## src/rtl/fwd_hazard_if.sv

```systemverilog
// Bundle of ID-stage operands, in-flight stage results and the forwarding/stall
// outputs exchanged between the pipeline and fwd_hazard_unit.
interface fwd_hazard_if #(
  parameter int XLEN  = 64,
  parameter int NREAD = 2,
  parameter int NSTG  = 3,
  parameter int AW    = 5
);
  logic                  id_valid;
  logic [NREAD*AW-1:0]   id_raddr;
  logic [NREAD-1:0]      id_ren;
  logic [NREAD*XLEN-1:0] id_rdata_rf;
  logic [AW-1:0]         id_waddr;
  logic                  id_we;
  logic [NSTG*XLEN-1:0]  stg_res;
  logic [NSTG-1:0]       stg_res_vld;
  logic                  ext_hold;
  logic                  flush;
  logic [NREAD*XLEN-1:0] fwd_rdata;
  logic [NREAD*2-1:0]    fwd_sel;
  logic                  stall;
  logic [31:0]           stall_cnt;

  modport master (
    output id_valid, id_raddr, id_ren, id_rdata_rf, id_waddr, id_we,
           stg_res, stg_res_vld, ext_hold, flush,
    input  fwd_rdata, fwd_sel, stall, stall_cnt
  );

  modport slave (
    input  id_valid, id_raddr, id_ren, id_rdata_rf, id_waddr, id_we,
           stg_res, stg_res_vld, ext_hold, flush,
    output fwd_rdata, fwd_sel, stall, stall_cnt
  );
endinterface

```

## src/rtl/fwd_hazard_unit.sv

```systemverilog
// Operand forwarding and load-use stall detection: tracks destination registers
// of the EX/MEM/WB instructions and picks the youngest producer per read port.
module fwd_hazard_unit #(
  parameter int XLEN  = 64,
  parameter int NREAD = 2,
  parameter int NSTG  = 3,
  parameter int AW    = 5
) (
  input logic         clk,
  input logic         rst_n,
  fwd_hazard_if.slave bus
);

  logic [NSTG-1:0] vld_q;
  logic [NSTG-1:0] we_q;
  logic [AW-1:0]   waddr_q [NSTG];
  logic [31:0]     stall_cnt_q;
  logic [31:0]     stall_cnt_d;
  logic [NREAD-1:0] hazard;
  logic            stall;

  for (genvar gi = 0; gi < NREAD; gi++) begin : g_port
    logic [AW-1:0] raddr;
    logic          hit;
    logic [1:0]    stage_idx;
    logic          res_ok;

    assign raddr = bus.id_raddr[gi*AW +: AW];

    // Scan oldest to youngest so the youngest matching stage wins.
    always_comb begin
      hit       = 1'b0;
      stage_idx = 2'd0;
      for (int s = NSTG - 1; s >= 0; s--) begin
        if (bus.id_ren[gi] && (raddr != '0) && vld_q[s] && we_q[s] &&
            (waddr_q[s] == raddr)) begin
          hit       = 1'b1;
          stage_idx = 2'(s);
        end
      end
    end

    assign res_ok       = bus.stg_res_vld[stage_idx];
    assign hazard[gi]   = hit && !res_ok;
    assign bus.fwd_sel[gi*2 +: 2] = hit ? (stage_idx + 2'd1) : 2'd0;
    assign bus.fwd_rdata[gi*XLEN +: XLEN] = (hit && res_ok) ?
        bus.stg_res[int'(stage_idx)*XLEN +: XLEN] :
        bus.id_rdata_rf[gi*XLEN +: XLEN];
  end

  assign stall         = rst_n && bus.id_valid && !bus.flush && (|hazard);
  assign bus.stall     = stall;
  assign bus.stall_cnt = stall_cnt_q;

  always_comb begin
    stall_cnt_d = stall_cnt_q;
    if (stall && (stall_cnt_q != 32'hFFFF_FFFF)) begin
      stall_cnt_d = stall_cnt_q + 32'd1;
    end
  end

  always_ff @(posedge clk or negedge rst_n) begin
    if (!rst_n) begin
      vld_q       <= '0;
      we_q        <= '0;
      stall_cnt_q <= '0;
      for (int s = 0; s < NSTG; s++) begin
        waddr_q[s] <= '0;
      end
    end else if (!bus.ext_hold) begin
      for (int s = NSTG - 1; s > 0; s--) begin
        vld_q[s]   <= vld_q[s-1];
        we_q[s]    <= we_q[s-1];
        waddr_q[s] <= waddr_q[s-1];
      end
      // Flush and stall both inject a bubble into EX.
      if (bus.flush || stall) begin
        vld_q[0]   <= 1'b0;
        we_q[0]    <= 1'b0;
        waddr_q[0] <= '0;
      end else begin
        vld_q[0]   <= bus.id_valid;
        we_q[0]    <= bus.id_we;
        waddr_q[0] <= bus.id_waddr;
      end
      stall_cnt_q <= stall_cnt_d;
    end else if (bus.flush) begin
      vld_q[0] <= 1'b0;
    end
  end

endmodule

```

## src/flat_wrapper.sv

```systemverilog
// flat-port wrapper written by rule: the top's interface ports become plain ports
module fwd_hazard_unit_flat 
#(
  parameter int XLEN  = 64,
  parameter int NREAD = 2,
  parameter int NSTG  = 3,
  parameter int AW    = 5
)
  (clk, rst_n, bus_id_valid, bus_id_raddr, bus_id_ren, bus_id_rdata_rf, bus_id_waddr, bus_id_we, bus_stg_res, bus_stg_res_vld, bus_ext_hold, bus_flush, bus_fwd_rdata, bus_fwd_sel, bus_stall, bus_stall_cnt);
  fwd_hazard_if #(.XLEN(XLEN), .NREAD(NREAD), .NSTG(NSTG), .AW(AW)) bus_i ();
  input logic clk;
  input logic rst_n;
  input wire logic [$bits(bus_i.id_valid)-1:0] bus_id_valid;
  input wire logic [$bits(bus_i.id_raddr)-1:0] bus_id_raddr;
  input wire logic [$bits(bus_i.id_ren)-1:0] bus_id_ren;
  input wire logic [$bits(bus_i.id_rdata_rf)-1:0] bus_id_rdata_rf;
  input wire logic [$bits(bus_i.id_waddr)-1:0] bus_id_waddr;
  input wire logic [$bits(bus_i.id_we)-1:0] bus_id_we;
  input wire logic [$bits(bus_i.stg_res)-1:0] bus_stg_res;
  input wire logic [$bits(bus_i.stg_res_vld)-1:0] bus_stg_res_vld;
  input wire logic [$bits(bus_i.ext_hold)-1:0] bus_ext_hold;
  input wire logic [$bits(bus_i.flush)-1:0] bus_flush;
  output wire logic [$bits(bus_i.fwd_rdata)-1:0] bus_fwd_rdata;
  output wire logic [$bits(bus_i.fwd_sel)-1:0] bus_fwd_sel;
  output wire logic [$bits(bus_i.stall)-1:0] bus_stall;
  output wire logic [$bits(bus_i.stall_cnt)-1:0] bus_stall_cnt;
  assign bus_i.id_valid = bus_id_valid;
  assign bus_i.id_raddr = bus_id_raddr;
  assign bus_i.id_ren = bus_id_ren;
  assign bus_i.id_rdata_rf = bus_id_rdata_rf;
  assign bus_i.id_waddr = bus_id_waddr;
  assign bus_i.id_we = bus_id_we;
  assign bus_i.stg_res = bus_stg_res;
  assign bus_i.stg_res_vld = bus_stg_res_vld;
  assign bus_i.ext_hold = bus_ext_hold;
  assign bus_i.flush = bus_flush;
  assign bus_fwd_rdata = bus_i.fwd_rdata;
  assign bus_fwd_sel = bus_i.fwd_sel;
  assign bus_stall = bus_i.stall;
  assign bus_stall_cnt = bus_i.stall_cnt;
  fwd_hazard_unit #(.XLEN(XLEN), .NREAD(NREAD), .NSTG(NSTG), .AW(AW)) u_core (.clk(clk), .rst_n(rst_n), .bus(bus_i));
endmodule
```

## config.mk

```make
export PLATFORM = sky130hd
export DESIGN_NAME = fwd_hazard_unit_flat
export DESIGN_NICKNAME = d
export VERILOG_FILES = /design/src/rtl/fwd_hazard_if.sv /design/src/rtl/fwd_hazard_unit.sv /design/src/flat_wrapper.sv
export SDC_FILE = /design/constraint.sdc
export NUM_CORES = 1
export LEC_CHECK = 0
export BUFFER_PORTS_ARGS = -buffer_cell sky130_fd_sc_hd__buf_2
export CAP_MARGIN = 15
export CORE_AREA = 3 3 198 200
export DETAILED_ROUTE_END_ITERATION = 6
export DIE_AREA = 0 0 201 203
export GPL_ROUTABILITY_DRIVEN = 0
export PLACE_DENSITY = 0.47
export SLEW_MARGIN = 10
export SYNTH_ARGS = -nofsm -noshare
export SYNTH_HDL_FRONTEND = slang
export SYNTH_SLANG_ARGS = --single-unit
```

## constraint.sdc

```tcl
create_clock -name clk -period 2.25 [get_ports clk]
set_input_delay 0.225 -clock clk [delete_from_list [all_inputs] [get_ports clk]]
set_output_delay 0.225 -clock clk [all_outputs]
set_load 0.05 [all_outputs]
```

# --- Word level (Yosys, flattened, before mapping) ---
# Cells that the tools add are included.
totals:
  rom_bits: 0
  elab_cells: 84
  regBits: 53
  mem_bits_rw: 0
  mem_count: 0
  out_inout_bits: 165
  latchBits: 0
op_classes:
  n_addsub: 3
  mul: 0
  n_eq_ne: 8
  div: 0
  n_lt_le_gt_ge: 2
  mux: 25
  bitwise_logic: 1
  n_reduce_logical: 36
  shift: 2
ops:
  columns: ["op", "count"]
  rows:
  - ["$shiftx 192x9->64", 2]
  - ["$mux 64", 2]
  - ["$add 32x1->32 const B", 1]
  - ["$ne 32x32->1 const B", 1]
  - ["$eq 5x5->1", 6]
  - ["$logic_and 1x1->1", 28]
  - ["$mux 2", 8]
  - ["$mux 1", 12]
  - ["$reduce_bool 5->1", 2]
  - ["$lt 2x3->1 const B", 2]
  - ["$mux 5", 1]
  - ["$add 2x1->2 const B", 2]
  - ["$bmux 1 s2", 2]
  - ["$logic_not 1->1", 3]
  - ["$ne 2x1->1 const B", 1]
  - ["$reduce_and 2->1", 1]
  - ["$reduce_or 2->1", 1]
  - ["$logic_or 1x1->1", 1]
  - ["$not 1->1", 1]

# --- Depth between registers and ports, before layout ---
# Gate-level depths: netlist of the first run.
logic_depth:
  ltp_word: 17
  depth_mapped: 11
  ltp_nobuf: 8

# --- Least setup slack after synthesis of the first run ---
# Ideal clock, no wire load.
synth_path:
  path_kind: "reg-to-reg"
  start: "register u_core.stall_cnt_q[6], in the netlist u_core.bus.stall_cnt[6]"
  end: "register u_core.stall_cnt_q[1], in the netlist u_core.bus.stall_cnt[1]"
  path_buffers: 1
  setup_time_ns: 0.125
  path_stages_with_launch: 9
  t_arrival_ns: 2.489
  slack_ns: -0.364
  period_less_slack_ns: 2.614
  cell_sequence: "dfrtp_1 -> and3_1 -> nand2_1 -> nor4_2 -> and4_1 -> a31oi_1 -> o21ai_2 -> buf_2 -> mux2_2"
synth_between:
  elab_chain_len: 3
synth_lines:
  columns: ["element", "line", "text"]
  rows:
  - ["start, declared", "fwd_hazard_unit.sv:17", "logic [31:0] stall_cnt_q;"]
  - ["start signal, assigned", "fwd_hazard_unit.sv:86", "stall_cnt_q <= stall_cnt_d;"]
  - ["$ne 32x32->1", "fwd_hazard_unit.sv:57", "if (stall && (stall_cnt_q != 32'hFFFF_FFFF)) begin"]
  - ["$logic_and 1x1->1", "fwd_hazard_unit.sv:57", null]
  - ["$reduce_and 2->1 (no line)", null, null]
# No other way between the ends.
# A chain may end at the register's enable or synchronous reset.

# --- Worst setup path in the final report of the first run ---
layout_path:
  start: "register u_core.waddr_q[2] in the netlist's numbering"
  end: "output port bus_fwd_rdata[65]"
layout_between:
  elab_chain_len: 9
  elab_cells_between_ends: 13
layout_lines:
  columns: ["element", "line", "text"]
  rows:
  - ["start, declared", "fwd_hazard_unit.sv:16", "logic [AW-1:0] waddr_q [NSTG];"]
  - ["start signal, assigned by index", "fwd_hazard_unit.sv:74", "waddr_q[s] <= waddr_q[s-1];"]
  - ["$eq 5x5->1 *", "fwd_hazard_unit.sv:36", "(waddr_q[s] == raddr)) begin"]
  - ["$logic_and 1x1->1 *", "fwd_hazard_unit.sv:35", "if (bus.id_ren[gi] && (raddr != '0) && vld_q[s] && we_q[s] &&"]
  - ["branches (longest 6 deep; another with $shiftx 192x9->64)", null, null]
  - ["$mux 64 *", "fwd_hazard_unit.sv:46", "assign bus.fwd_rdata[gi*XLEN +: XLEN] = (hit && res_ok) ?"]
  - ["end, declared", "flat_wrapper.sv:23", "output wire logic [$bits(bus_i.fwd_rdata)-1:0] bus_fwd_rdata;"]
# Mark *: on every way between the ends. The select of a mux whose other input is x is not followed.

==> results by group, run 1 <==
Yosys
  • Main combinational cell family by area after synthesis: multiplexers
  • Cells after Synth: 851
  • Syn nets: 1,198
  • Post-Synth Adder-Cell Area: 0.175%
  • Seq/Total Area, Yosys: 18.6%
  • Top cells by area, synth: mux2_2, dfrtp_1, mux2i_1
  • Simple-Gate Fraction of Synth Area: roughly 17%
  • Number of flops mapped to enable cells by yosys: 0
  • Compound-Gate Fraction of Synth Area: a little under an eighth
  • Post-synth ARST share: 100%
  • Synth Area in XOR/XNOR: between 7 and 8%
  • Number of synthesized register bits: 53
  • Synth Area per Inst: 8.40 sq um
  • Yosys top cell area share: approximately 21%
  • Mapped cell area: 7150 sq um
  • Yosys cell types: 44
  • Synthesis Warnings: 0
  • Cell taking the most area after synthesis: mux2_2
  • Mux cell area share after synthesis: 40.4%
  • Main flop type after synthesis: dfrtp_1

Cells and area
  • Layout area overhead: 101%
  • Most frequent cells in the layout: buf_2, nand2_1, buf_6
  • Final #Nets: 1,853
  • Commonest non-fill, non-tap cell in the layout: buf_2
  • Design Area, Final: 14,300 sq um
  • Share of cells above drive strength 1: 64.1%

Pwr
  • P_leak: 6.93 nW
  • Total power: 0.00372 W
  • PwrDens: roughly 260 nW/um^2
  • Net Sw Frac: 38.3%
  • Internal power: ~0.0023 W
  • Clk network pwr share: 21.4%
  • Reg power frac: 27.9%
  • Max IR drop VDD: 0.000291 V
  • Comb pwr share: 50.6%
  • Switching pwr: 0.00142 W

Route
  • Via/cell ratio: 4.56
  • Antenna Nets Post-Route: 0
  • 1st-iter DRT viols: 397
  • Drt wl/cell: 20.6 um
  • # DRC: 0
  • First-pass iteration count of the detailed router: 5
  • DR vias: 9,251
  • DRT Wirelength: 41,800 um

Setup path
  • Crit path from: u_core.waddr_q[2]
  • Register-to-register setup slack: -0.60 ns
  • Worst Reg-to-Reg Cells: 14
  • Critical Path RT: 2.03 ns
  • Critical path arrival: 2.87 ns
  • Crit path to: bus_fwd_rdata[65]
  • CP endpoint kind: output port
  • Crit path kind: flop to output port
  • RR Startpoint: u_core.waddr_q[9]
  • RR Endpoint: u_core.bus.stall_cnt[23]
  • Critical path peak fanout: 8
  • Startpoint types: flop

Global routing
  • Largest net degree at the start of global routing: 54
  • Antenna violations before repair: 13
  • Vias in the first global route: 9,362
  • GRT Util Overall: 18.3%
  • Global-route wire length before repair: 58,100 um
  • GRT overflow: 0

Clocking
  • Root buf cell: clkbuf_16
  • CTS H-tree depth: 2
  • Hold Buf Count CTS: 0
  • Clk Latency, worst-skew pair: 0.30 ns
  • CTS max path bufs: 2
  • CTS sink count: 53
  • Num CTS Buffers: 5
  • CTS tree: yes
  • Clk pin slew, worst setup/hold paths: ~0.07 ns

Timing
  • Final WS setup: -0.843 ns
  • Setup-failing EPs final: 172
  • Slew at the pin with the worst max-slew slack: 0.693 ns
  • Setup TNS: -120.99 ns
  • Worst hold slack: 0.0608 ns
  • Fin. max-slew vios: 0
  • Slew Limit Headroom: 53.8%
  • Max Freq: approximately 0.32 GHz
  • Final Hold Viols: 0
  • Clk_skew: ~0.0072 ns
  • Unrepaired setup endpoints after global routing: yes
  • Final Critical Period: approximately 3.1 ns
  • Period utilization: 137%

Placed design
  • Cell Area, Placed: 11,700 sq um
  • # port buffers: 510
  • HPWL Detailed: 32,500 um

Die
  • Floorplan die height: ~200 um
  • Die area: 40,800 sq um
  • Top Ports: 511
  • Row cnt: slightly above 70
  • Initial Util: 19.0%
  • Core Region: 37,600 sq um
  • Die W: roughly 200 um

Run status
  • Violated checks: negative setup slack
  • Status: finished with violations

Run
  • Max_cap viols: 0

Worst hold path
  • Worst min path class: input pin to asynchronous set/reset pin
==> what timing repair did <==
action,4_1_cts,5_1_grt
endpoints found under the setup margin,172,172
pin swaps,11,43
hold endpoints to repair,0,0
gates resized for setup,346,145
gates cloned,11,9
setup buffers,40,20
==> state kept, by name, indices dropped and copies added, names as in the netlist <==
register	count
u_core.we_q	3
u_core.bus.stall_cnt	32
u_core.waddr_q	15
u_core.vld_q	3
==> power groups by stage <==
stage / clock network, W / logic, W / registers (W)
after global placement: 0 / 0.00157 / 0.00106
after detailed placement: 0 / 0.00159 / 0.00106
after global routing: 0.000848 / 0.00198 / 0.00104
after CTS: 0.000814 / 0.00182 / 0.00103
after floorplan: 0 / 0.000887 / 0.00105
final: 0.000796 / 0.00188 / 0.00104
==> worst min path at each step <==
stage | start | end
3_5_place_dp | rst_n | u_core.bus.stall_cnt[1]
6_report | rst_n | u_core.bus.stall_cnt[1]
4_1_cts | rst_n | u_core.bus.stall_cnt[1]
2_1_floorplan | rst_n | u_core.bus.stall_cnt[0]
3_3_place_gp | rst_n | u_core.bus.stall_cnt[1]
5_1_grt | rst_n | u_core.bus.stall_cnt[3]
==> Yosys cell counts, drive strengths merged, types with 2 or more instances <==
cell type,number
xor2,44
nor2,18
mux2i,128
o211ai,2
or3,2
and3,9
inv,5
clkbuf,24
nor3,16
and4,4
buf,37
nand3,18
nor2b,2
nand2,151
a21boi,2
o21ai,131
mux2,143
xnor2,17
or2,2
dfrtp,53
nor4,11
a22o,6
nand4,13
and2,2
==> final cells by class <==
class	instances	area [sq um]
clock buffers	5	125
well taps	511	639
fillers	3752	23200
multi-input cells	733	6340
repair buffers	708	5820
diodes	10	25.0
clock inverters	3	21.3
flip-flops and latches	53	1340
inverters	5	18.8
==> per-stage QoR <==
| stage | setup WS [ns] | util [%] | std cells |
|---|---|---|---|
| floorplan | -0.213 | - | 851 |
| global placement | -0.832 | 31.1 | 1942 |
| detailed placement | -0.855 | 31.1 | 1942 |
| CTS | -0.825 | 35.9 | 2001 |
| global route | -0.947 | 38.1 | 2028 |
| finish | -0.843 | 38.1 | 2028 |
==> cells by family after synthesis <==
kind of cell             count (synthesis)
flip-flops                              53
multiplexers                           271
XOR/XNOR                                61
AND/OR/NAND/NOR                        252
AO/OA/AOI/OAI                          147
adder cells (fa/ha/maj)                  1
buffers and inverters                   66
==> worst max-delay path, stage by stage (launching register included) <==
cell and delay (ns):
dfrtp_1 0.43, buf_6 0.14, xnor2_2 0.11, nand4_1 0.13
nor4_4 0.32, and2b_2 0.24, and3_4 0.33, buf_6 0.14
clkbuf_16 0.14, o21ai_1 0.12, mux2_4 0.29, buf_6 0.16
==> routing by layer <==
| layer | wire length, um | track usage [%] |
|---|---|---|
| met3 | 1980 | 2.49 |
| met4 | 1250 | 5.95 |
| met1 | 16900 | 22.0 |
| met2 | 21600 | 33.8 |
| met5 | 13 | 0 |
(Power assumes the default switching activity.)
==> run 2, diff against run 1 <==
Settings changed: CORE_AREA 3 3 198 200 to 3 3 200 202, DIE_AREA 0 0 201 203 to 0 0 203 205, PLACE_DENSITY 0.47 to 0.45.
Clock period 2.25 ns to 3.5 ns, I/O delays scaled along.
==> results by group, run 2 (synthesized netlist as in run 1, its figures left out) <==
Run status
  • Status: finished, final reports clean

Placed design
  • Placed Cells incl. Taps: between 1,500 and 2,000
  • # port buffers: approximately 500
  • HPWL Detailed: between 30,000 and 40,000 um
  • Cell Area, Placed: 10,500 sq um

Worst hold path
  • Worst min path class: input pin to asynchronous set/reset pin

Route
  • # DRC: 0
  • Antenna Nets Post-Route: 0
  • 1st-iter DRT viols: ~390
  • First-pass iteration count of the detailed router: 6
  • DR vias: 8,368
  • Via/cell ratio: 4.42
  • DRT Wirelength: 37,500 um
  • Drt wl/cell: 19.8 um

Global routing
  • Met3 usage: roughly 2.5%
  • Antenna violations before repair: 23
  • Busiest grt layer: met2
  • Largest net degree at the start of global routing: 54
  • GRT overflow: 0
  • GRT Util Overall: 16.2%
  • Global-route wire length before repair: 51,200 um
  • Met2 Use GR: between 20 and 30%
  • GRT met1 Usage: 19.5%
  • Vias in the first global route: 8,072

Cells and area
  • Final Util: 28.5%
  • FILL cells: 4,189
  • Most frequent cells in the layout: buf_2, nand2_1, mux2_2
  • Design Area, Final: 10,900 sq um
  • Final #Nets: 1,711
  • Layout Cells excl Fill: 1,895
  • Share of cells above drive strength 1: 54.2%
  • Largest register FFs: 32
  • Layout area overhead: 53.1%
  • Commonest non-fill, non-tap cell in the layout: buf_2

Clocking
  • Clk pin slew, worst setup/hold paths: 0.07 ns
  • Root buf cell: clkbuf_16
  • Num CTS Buffers: 5
  • CTS sink count: 53
  • CTS H-tree depth: 2
  • Clk Latency, worst-skew pair: just under 0.3 ns
  • CTS max path bufs: 2
  • Hold Buf Count CTS: 0
  • CTS tree: yes

Die
  • Die area: 41,600 sq um
  • Die W: 203 um
  • Initial Util: a little under a fifth
  • Floorplan die height: between 200 and 250 um
  • Core Region: 38,500 sq um
  • Top Ports: 511
  • Row cnt: a little over 70

Timing
  • Setup-failing EPs final: 0
  • Final Critical Period: 3.36 ns
  • Clk_skew: around 0.010 ns
  • Final Hold Viols: 0
  • Slew Limit Headroom: around 54%
  • Max Freq: roughly 0.30 GHz
  • Slew at the pin with the worst max-slew slack: roughly 0.69 ns
  • Setup TNS: 0 ns
  • Fin. max-slew vios: 0
  • Worst hold slack: 0.200 ns
  • Period utilization: 96.0%

Setup path
  • RR Startpoint: u_core.waddr_q[12]
  • Critical path arrival: 3.01 ns
  • Worst Reg-to-Reg Cells: 10
  • Crit-path max cell delay: 0.44 ns
  • CP endpoint kind: output port
  • RR Endpoint: u_core.bus.stall_cnt[25]
  • Crit path kind: flop to output port
  • Critical-path cell list: xor2_1 > nor4_2 > nand4_4 > nor2b_4 > buf_12 > buf_4 > mux2i_1 > o21ai_0 > mux2_2 > buf_2
  • Cell family with most CP delay: simple AND/OR/NAND/NOR gates
  • Critical path peak fanout: 12
  • Worst Path Buf+Inv: 3
  • CP max stage cell: dfrtp_1
  • Register-to-register setup slack: 0.74 ns
  • Startpoint types: flop
  • Critical Path RT: 3.15 ns

Pwr
  • Comb pwr share: 42.9%
  • P_leak: 4.92 nW
  • Net Sw Frac: between 30% and 40%
  • Reg power frac: 31.5%
  • Clk network pwr share: 25.6%
  • PwrDens: 196 nW/um^2
  • Internal power: 0.00133 W
  • Switching pwr: 0.000820 W
  • Max IR drop VDD: around 0.00018 V

Run
  • Max_cap viols: 0
[run 2: cell count changes in the layout (fill, tap and decap cells not counted), sizes merged]
cell	delta
bufinv	+1
buf	-137
and3	-1
clkbuf	-3
bufbuf	-1
clkinvlp	-1
inv	-1
diode	+3
[run 2: timing repair]
action | 4_1_cts | 5_1_grt
setup buffers | 0 | 13
endpoints found under the setup margin | 6 | 56
gates cloned | 0 | 3
pin swaps | 0 | 2
gates resized for setup | 2 | 10
[run 2: area by class of cell]
class,instances,area [sq um],area share [%]
Antenna cell,13,32.5,0.297
Clock buffer,5,125,1.14
Clock inverter,2,35.0,0.320
Inverter,5,18.8,0.171
Multi-Input combinational cell,732,5550,50.7
Sequential cell,53,1330,12.1
Tap cell,518,648,5.92
Timing Repair Buffer,567,3210,29.3
[run 2: per-stage QoR]
step	power (W)	setup WS (ns)
2_1_floorplan	0.00121	0.792
3_3_place_gp	0.00159	0.173
3_5_place_dp	0.00160	0.149
4_1_cts	0.00217	0.0567
5_1_grt	0.00226	-0.0588
6_report	0.00215	0.140
[run 2: how the worst max path moves through the flow]
stage / depth (start not counted) / from / slack, ns / end
floorplan: 10 / u_core.waddr_q[12] / 0.79 / bus_fwd_rdata[113]
global placement: 11 / bus_id_raddr[4] / 0.17 / bus_fwd_rdata[29]
detailed placement: 11 / bus_id_raddr[4] / 0.15 / bus_fwd_rdata[29]
CTS: 10 / u_core.waddr_q[9] / 0.06 / bus_fwd_rdata[3]
global route: 11 / u_core.waddr_q[8] / -0.06 / bus_fwd_rdata[68]
finish: 10 / u_core.waddr_q[13] / 0.14 / bus_fwd_rdata[3]
[run 2: worst reg2reg max path: stages (launching register included)]
cell and delay (ns):
dfrtp_1 0.45, xor2_1 0.19, nor4_2 0.31, nand4_2 0.24, buf_4 0.22, a211oi_1 0.23
a41o_2 0.19, o21ai_2 0.12, buf_4 0.27, nor4_2 0.30, xor2_1 0.17
[run 2: layer usage]
| metal | routed length [um] | up-vias | part of all wire [%] |
|---|---|---|---|
| met5 | 62 | - | 0.17 |
| met1 | 15100 | 3936 | 40 |
| met2 | 19300 | 282 | 52 |
| met3 | 2060 | 44 | 5.5 |
| li1 | - | 4096 | - |
| met4 | 905 | 10 | 2.4 |
[run 2: power groups by stage]
stage / Clock [W] / Sequential [W] / Combinational, W
3_5_place_dp: 0 / 0.000686 / 0.000916
5_1_grt: 0.000594 / 0.000681 / 0.000987
3_3_place_gp: 0 / 0.000686 / 0.000907
4_1_cts: 0.000570 / 0.000674 / 0.000922
6_report: 0.000550 / 0.000677 / 0.000924
2_1_floorplan: 0 / 0.000678 / 0.000530
